### config.mk
export PLATFORM = sky130hd
export DESIGN_NAME = uart_tx
export DESIGN_NICKNAME = d
export VERILOG_FILES = /design/src/rtl/uart_pkg.sv /design/src/rtl/uart_bit_timer.sv /design/src/rtl/uart_tx.sv
export SDC_FILE = /design/constraint.sdc
export NUM_CORES = 1
export LEC_CHECK = 0
export ABC_AREA = 1
export CAP_MARGIN = 20
export CORE_AREA = 2 2 62 64
export DETAILED_ROUTE_END_ITERATION = 7
export DIE_AREA = 0 0 64 66
export GPL_ROUTABILITY_DRIVEN = 0
export MAX_ROUTING_LAYER = met4
export PLACE_DENSITY = 0.74
export SYNTH_ARGS = -nofsm -noshare
export SYNTH_HDL_FRONTEND = slang
export SYNTH_SLANG_ARGS = --single-unit
export TNS_END_PERCENT = 10
### constraint.sdc
create_clock -name clk -period 2.2 [get_ports clk]
set_input_delay 0.33 -clock clk [delete_from_list [all_inputs] [get_ports clk]]
set_output_delay 0.33 -clock clk [all_outputs]
set_load 0.05 [all_outputs]
### src/rtl/uart_pkg.sv
// Shared UART definitions: FSM state encoding and bit-period helper.
// The StParity state is always part of the encoding so that uart_tx and uart_rx
// agree on it; it is only reached when UART_TX_PARITY_EN is defined.
package uart_pkg;

  typedef enum logic [2:0] {
    StIdle,
    StStart,
    StData,
    StParity,
    StStop
  } uart_state_e;

  // Integer clock cycles per line bit; the remainder is deliberately dropped.
  function automatic int unsigned cycles_per_bit(int unsigned clk_hz, int unsigned bit_rate);
    return clk_hz / bit_rate;
  endfunction

endpackage

### src/rtl/uart_bit_timer.sv
// Bit-period timer: counts enabled cycles and pulses bit_done_o on the last cycle
// of each CyclesPerBit-long period, then restarts from zero on its own.
// load_i restarts the period from the next cycle.
module uart_bit_timer #(
  parameter int unsigned CyclesPerBit = 434,
  parameter int unsigned CountW       = $clog2(CyclesPerBit + 1)
) (
  input  logic clk_i,
  input  logic rst_ni,
  input  logic load_i,
  input  logic en_i,
  output logic bit_done_o
);

  logic [CountW-1:0] cnt_q, cnt_d;

  // Next count and end-of-period pulse.
  always_comb begin
    cnt_d      = cnt_q;
    bit_done_o = 1'b0;
    if (load_i) begin
      cnt_d = '0;
    end else if (en_i) begin
      if (cnt_q == CountW'(CyclesPerBit - 1)) begin
        bit_done_o = 1'b1;
        cnt_d      = '0;
      end else begin
        cnt_d = cnt_q + CountW'(1);
      end
    end
  end

  // Counter register.
  always_ff @(posedge clk_i or negedge rst_ni) begin
    if (!rst_ni) begin
      cnt_q <= '0;
    end else begin
      cnt_q <= cnt_d;
    end
  end

endmodule

### src/rtl/uart_tx.sv
// UART transmitter: start bit, PAYLOAD_BITS data bits LSB first, STOP_BITS stop bits.
// Optional feature: define UART_TX_PARITY_EN to send an even parity bit after the data.
// The line and busy flag are registered from next-state values so that both change
// exactly one cycle after the edge that accepts a request.
module uart_tx
  import uart_pkg::*;
#(
  parameter int unsigned BIT_RATE     = 115200,
  parameter int unsigned CLK_HZ       = 50000000,
  parameter int unsigned PAYLOAD_BITS = 8,
  parameter int unsigned STOP_BITS    = 1
) (
  input  logic                    clk,
  input  logic                    resetn,
  output logic                    uart_txd,
  output logic                    uart_tx_busy,
  input  logic                    uart_tx_en,
  input  logic [PAYLOAD_BITS-1:0] uart_tx_data
);

  localparam int unsigned CyclesPerBit = cycles_per_bit(CLK_HZ, BIT_RATE);
  localparam int unsigned CountW       = $clog2(CyclesPerBit + 1);
  localparam int unsigned IdxW         = $clog2(PAYLOAD_BITS + 1);

  uart_state_e             state_q, state_d;
  logic [PAYLOAD_BITS-1:0] shift_q, shift_d;
  logic [IdxW-1:0]         idx_q, idx_d;
  logic                    txd_q, txd_d;
  logic                    busy_q, busy_d;
  logic                    timer_load;
  logic                    bit_done;
`ifdef UART_TX_PARITY_EN
  logic                    parity_q, parity_d;
`endif

  uart_bit_timer #(
    .CyclesPerBit(CyclesPerBit),
    .CountW      (CountW)
  ) u_bit_timer (
    .clk_i     (clk),
    .rst_ni    (resetn),
    .load_i    (timer_load),
    .en_i      (state_q != StIdle),
    .bit_done_o(bit_done)
  );

  // Frame sequencing; idx_q counts data bits, then is reused for stop bits.
  always_comb begin
    state_d    = state_q;
    shift_d    = shift_q;
    idx_d      = idx_q;
    txd_d      = txd_q;
    timer_load = 1'b0;
`ifdef UART_TX_PARITY_EN
    parity_d   = parity_q;
`endif
    unique case (state_q)
      StIdle: begin
        // busy_q is low whenever state_q is StIdle, so this is the accept qualifier.
        if (uart_tx_en) begin
          state_d    = StStart;
          shift_d    = uart_tx_data;
          idx_d      = '0;
          txd_d      = 1'b0;
          timer_load = 1'b1;
`ifdef UART_TX_PARITY_EN
          parity_d   = ^uart_tx_data;
`endif
        end
      end
      StStart: begin
        if (bit_done) begin
          state_d = StData;
          txd_d   = shift_q[0];
        end
      end
      StData: begin
        if (bit_done) begin
          if (idx_q == IdxW'(PAYLOAD_BITS - 1)) begin
            idx_d = '0;
`ifdef UART_TX_PARITY_EN
            state_d = StParity;
            txd_d   = parity_q;
`else
            state_d = StStop;
            txd_d   = 1'b1;
`endif
          end else begin
            idx_d   = idx_q + IdxW'(1);
            shift_d = shift_q >> 1;
            txd_d   = shift_d[0];
          end
        end
      end
`ifdef UART_TX_PARITY_EN
      StParity: begin
        if (bit_done) begin
          state_d = StStop;
          txd_d   = 1'b1;
        end
      end
`endif
      StStop: begin
        if (bit_done) begin
          if (idx_q == IdxW'(STOP_BITS - 1)) begin
            state_d = StIdle;
            idx_d   = '0;
          end else begin
            idx_d = idx_q + IdxW'(1);
          end
          txd_d = 1'b1;
        end
      end
      default: begin
        state_d = StIdle;
        txd_d   = 1'b1;
      end
    endcase
    busy_d = (state_d != StIdle);
  end

  // State, datapath and registered line outputs.
  always_ff @(posedge clk or negedge resetn) begin
    if (!resetn) begin
      state_q  <= StIdle;
      shift_q  <= '0;
      idx_q    <= '0;
      txd_q    <= 1'b1;
      busy_q   <= 1'b0;
`ifdef UART_TX_PARITY_EN
      parity_q <= 1'b0;
`endif
    end else begin
      state_q  <= state_d;
      shift_q  <= shift_d;
      idx_q    <= idx_d;
      txd_q    <= txd_d;
      busy_q   <= busy_d;
`ifdef UART_TX_PARITY_EN
      parity_q <= parity_d;
`endif
    end
  end

  assign uart_txd     = txd_q;
  assign uart_tx_busy = busy_q;

endmodule

After elaboration in Yosys (flattened, before gate mapping)
Index checks and enable logic that the tools add are counted.

Muxes and demuxes: 31. Eq/ne operators: 10. $add $sub $neg: 2. Reductions and logical operators: 10.

Operators with widths (count): $mux 9 (3); $mux 8 (3); $mux 4 (5); $mux 3 (6); $pmux 8 s2 (1); $pmux 3 s4 (1); $pmux 4 s3 (1); $reduce_and 4->1 (3); $mux 1 (10); $ne 2x2->1 const B (5); $add 9x1->9 const B (1); $eq 9x9->1 const B (1); $reduce_bool 3->1 (3); $add 4x1->4 const B (1); $eq 4x3->1 const B (1); $logic_not 4->1 (1); $pmux 1 s4 (1); $reduce_bool 2->1 (2); $eq 3x1->1 const B (1); $eq 3x2->1 const B (1); $eq 3x3->1 const B (1); $logic_not 3->1 (1).

Flip-flop bits (word level): 26. Input port bits: 11. Word-level logic and storage cells: 59.

Logic depth before layout (Yosys ltp)
Word-level depth: 7. Depth in mapped cells: 9. Depth with buffers taken out: 9.

Hierarchy
A second synthesis with hierarchy kept.

Cell total of the unflattened synthesis: 238. Area, all modules: 1611.5 sq um.

By module, submodules not included: uart_tx (times used 1, area each 1002.2 sq um, sequential area each 426.7 sq um, cells an instance 146); uart_bit_timer (times used 1, area each 609.3 sq um, sequential area each 225.2 sq um, cells an instance 92).

Least setup slack after synthesis
Ideal clock, no wire load.

Path kind: reg2reg. Start point: register idx_q[0]. End point: register shift_q[0]. Stages on the path, launching flop included: 10. Slack: 785 ps. Data arrival time: 1298 ps. Cell sequence: dfrtp_1 > ha_1 > nand2_1 > nor2_1 > nand2_1 > clkinv_1 > nor2_4 > nand2_2 > nand2_1 > nand2_1.

Cells in the longest elaborated chain, start to end: 3.

RTL lines: from (decl) (RTL line uart_tx.sv:27) `logic [IdxW-1:0] idx_q, idx_d;`; from (signal assigned) (RTL line uart_tx.sv:136) `idx_q <= idx_d;`; $eq 4x3->1 (RTL line uart_tx.sv:79) `if (idx_q == IdxW'(PAYLOAD_BITS - 1)) begin`; $ne 2x2->1 (no source line); $reduce_and 4->1 (no source line); to (signal assigned) (RTL line uart_tx.sv:135) `shift_q <= shift_d;`; to (decl) (RTL line uart_tx.sv:26) `logic [PAYLOAD_BITS-1:0] shift_q, shift_d;`.

Every way passes these cells. A chain may end at the register's enable or synchronous reset.

Worst setup path in the final report
Start point: register txd_q, in the netlist uart_txd. End point: output uart_txd.

RTL lines: from (decl) (RTL line uart_tx.sv:28) `logic txd_q, txd_d;`; from (signal assigned) (RTL line uart_tx.sv:137) `txd_q <= txd_d;`; to (decl) (RTL line uart_tx.sv:15) `output logic uart_txd,`.

No word-level cell between the ends.

==> metrics.md <==
| Metric | Value |
|---|---|
| Status | finished clean |
| Worst setup EP type | output pin |
| Max-Cap Viols | 0 |
| EDFF count, synth | 0 |
| HP Class | in -> async |
| Worst r2r dst | shift_q[1] |
| Top FF cell, synth | dfrtp_1 |
| R2R cell count | 8 |
| Number of global-route vias before repair | 1246 |
| TritonCTS Buffers | 3 |
| Flop pwr share | 56.5% |
| Avg Vias per Cell | 4.845 |
| Row count | 22 |
| Post-synth ARST share | 100.0% |
| Max clock buf depth | 2 |
| Seq cells post-synth | 26 |
| Nets | 239 |
| Clock tree root buffer cell | clkbuf_4 |
| Slowest-stage cell, CP | clkdlybuf4s50_1 |
| Final Hold Vio Count | 0 |
| Yosys warns | 0 |
| Combinational share of power | 4.2% |
| Sw Share | 19.39% |
| Worst setup SP type | register |
| DRT iter0 DRCs | 61 |
| Post-Syn Nets | 223 |
| R2R setup slack | 410 ps |
| DRC errors left | 0 |
| Die Area | 4224 sq um |
| Fraction of layout cells with a size suffix above 1 | 9.865% |
| Leak | 0.9250 nW |
| Worst Path Buf+Inv | 1 |
| H-tree depth reported by CTS | 1 |
| Internal power | 682.0 uW |
| Final period util | 90.61% |
| Yosys cell types | 28 |
| CTS tree | yes |
| Io pins | 13 |
| Cell breakdown of the critical path | clkdlybuf4s50_1 |
| # setup viols final | 0 |
| Worst-Margin Slew | 573.8 ps |
| Final Util | 49.47% |
| Family with the most delay on the worst path | buffers and inverters |
| Part of the power in the clock network | 39.3% |
| Ant diodes | 0 |
| Post-synthesis sequential area ratio | 42.53% |
| Syn_area_per_cell | 7.369 sq um |
| Maximum VDD drop | 0.0002320 V |
| Post-CTS Setup Bufs | 0 |
| CTS Hold Bufs | 0 |
| PortBufs | 12 |
| Arrival time at the worst endpoint | 1660 ps |
| DPL Wire Length | 2.243 mm |
| Most frequent cells in the layout | nand2_1 (81), nand3_1 (26), dfrtp_1 (25), inv_1 (16), clkdlybuf4s50_1 (12) |
| Initial antenna violation count | 0 |
| Clk_skew | 4.355 ps |
| Cells after Synth | 208 |
| Post-CTS resize count | 0 |
| Max-slew headroom | 61.70% |
| Worst Path Required | 1870 ps |
| Crit-path max cell delay | 790 ps |
| Final WL | 2.953 mm |
| Clk pin slew, worst setup/hold paths | 150 ps |
| First-pass GRT wire length | 5.340 mm |
| DR vias | 1313 |
| Total track usage | 16.27% |
| F_max | 501.7 MHz |
| Setup TNS | 0 ps |
| R2r startpoint | u_bit_timer.cnt_q[6] |
| Fin. max-slew vios | 0 |
| Unrepaired setup endpoints after global routing | no |
| Clk sinks | 26 |
| Most common library cell in the layout ignoring fill and taps | nand2_1 |
| Worst-skew pair later-pin latency | 320 ps |
| Initial core utilization | 43.16% |
| Post-Syn Area | 1533 sq um |
| Die H | 66 um |
| P per Cell Area | 481.6 nW/um^2 |
| Post-layout minimum cycle time | 1993 ps |
| Largest net degree at the start of global routing | 27 |
| Global route overflow | 0 |
| Routed WL per cell | 10.90 um |
| Critical-path maximum fanout | 2 |
| Area Overhead vs Synth | 14.61% |
| Crit path kind | reg -> out |
| Die width | 64 um |
| Initial DRT Pass Iterations | 4 |
| DRT antenna net count | 0 |
| Switch Pwr | 164.0 uW |
| Core area | 3551 sq um |
-- per-stage QoR --
step / power [mW] / hold WS, ps / setup WS (ps) / cell area (sq um) / instances
finish: 0.8460 / 348.3 / 206.6 / 1757 / 271
global route: 0.8853 / 356.8 / 142.5 / 1757 / 271
CTS: 0.8538 / 360.3 / 195.9 / 1757 / 271
detailed placement: 0.5236 / 452.4 / 425.1 / 1704 / 267
global placement: 0.5237 / 448.8 / 422.2 / 1704 / 267
floorplan: 0.4931 / 34.41 / 785.1 / 1533 / 208
-- kinds of logic after synthesis --
logic type	synth area share [%]
AO/OA/AOI/OAI	7.919
XOR/XNOR	1.715
adder cells (fa/ha/maj)	3.265
buffers and inverters	6.449
flip-flops	42.53
AND/OR/NAND/NOR	38.12
-- sequential cells by signal, summed over array words and instances (netlist names) --
signal             flops
state_q                3
u_bit_timer.cnt_q      9
uart_tx_busy           1
uart_txd               1
idx_q                  4
shift_q                8
-- synth_stat cells (all sizes together) (2+ instances only) --
| master | number | area [sq um] |
|---|---|---|
| nand2 | 85 | 334.1 |
| nand3 | 26 | 130.1 |
| dfrtp | 25 | 625.6 |
| inv | 21 | 78.83 |
| nor2 | 14 | 72.57 |
| a21oi | 6 | 45.05 |
| o21ai | 6 | 30.03 |
| o22ai | 5 | 31.28 |
| ha | 4 | 50.05 |
| nand4 | 4 | 25.02 |
| buf | 2 | 16.26 |
| nor3 | 2 | 15.01 |
| xor2 | 2 | 17.52 |
-- power groups by stage --
stage	Combinational, mW	Clock, mW	Sequential, mW
2_1_floorplan	0.00597	0	0.487
3_3_place_gp	0.0368	0	0.487
3_5_place_dp	0.0366	0	0.487
4_1_cts	0.0367	0.339	0.478
5_1_grt	0.0398	0.367	0.478
6_report	0.0355	0.332	0.478
-- worst max path at each step --
stage                          start          to  slack (ps)  depth (start not counted)
final                       uart_txd    uart_txd         210                          1
after global placement    uart_tx_en  shift_q[4]         420                          6
after CTS                   uart_txd    uart_txd         200                          1
after global routing        uart_txd    uart_txd         140                          1
after detailed placement  uart_tx_en  shift_q[6]         430                          6
after floorplan             idx_q[0]  shift_q[0]         790                          9
-- metal layers --
layer	track usage, %	routed length (um)	vias to the layer above
met2	24.35	1295	23
met4	6.250	41	0
met5	-	0	-
met1	22.39	1541	589
met3	2.385	75	4
li1	-	-	697
-- cell type report --
type | count | area [sq um]
multi-input combinational | 158 | 782.0
inverter | 22 | 82.58
fill | 330 | 1794
clock inverter | 1 | 30.03
timing repair buffer | 13 | 127.6
clock buffer | 3 | 22.52
sequential | 26 | 651.9
tap | 48 | 60.06
Note: power is estimated with default switching activity, not from simulation.
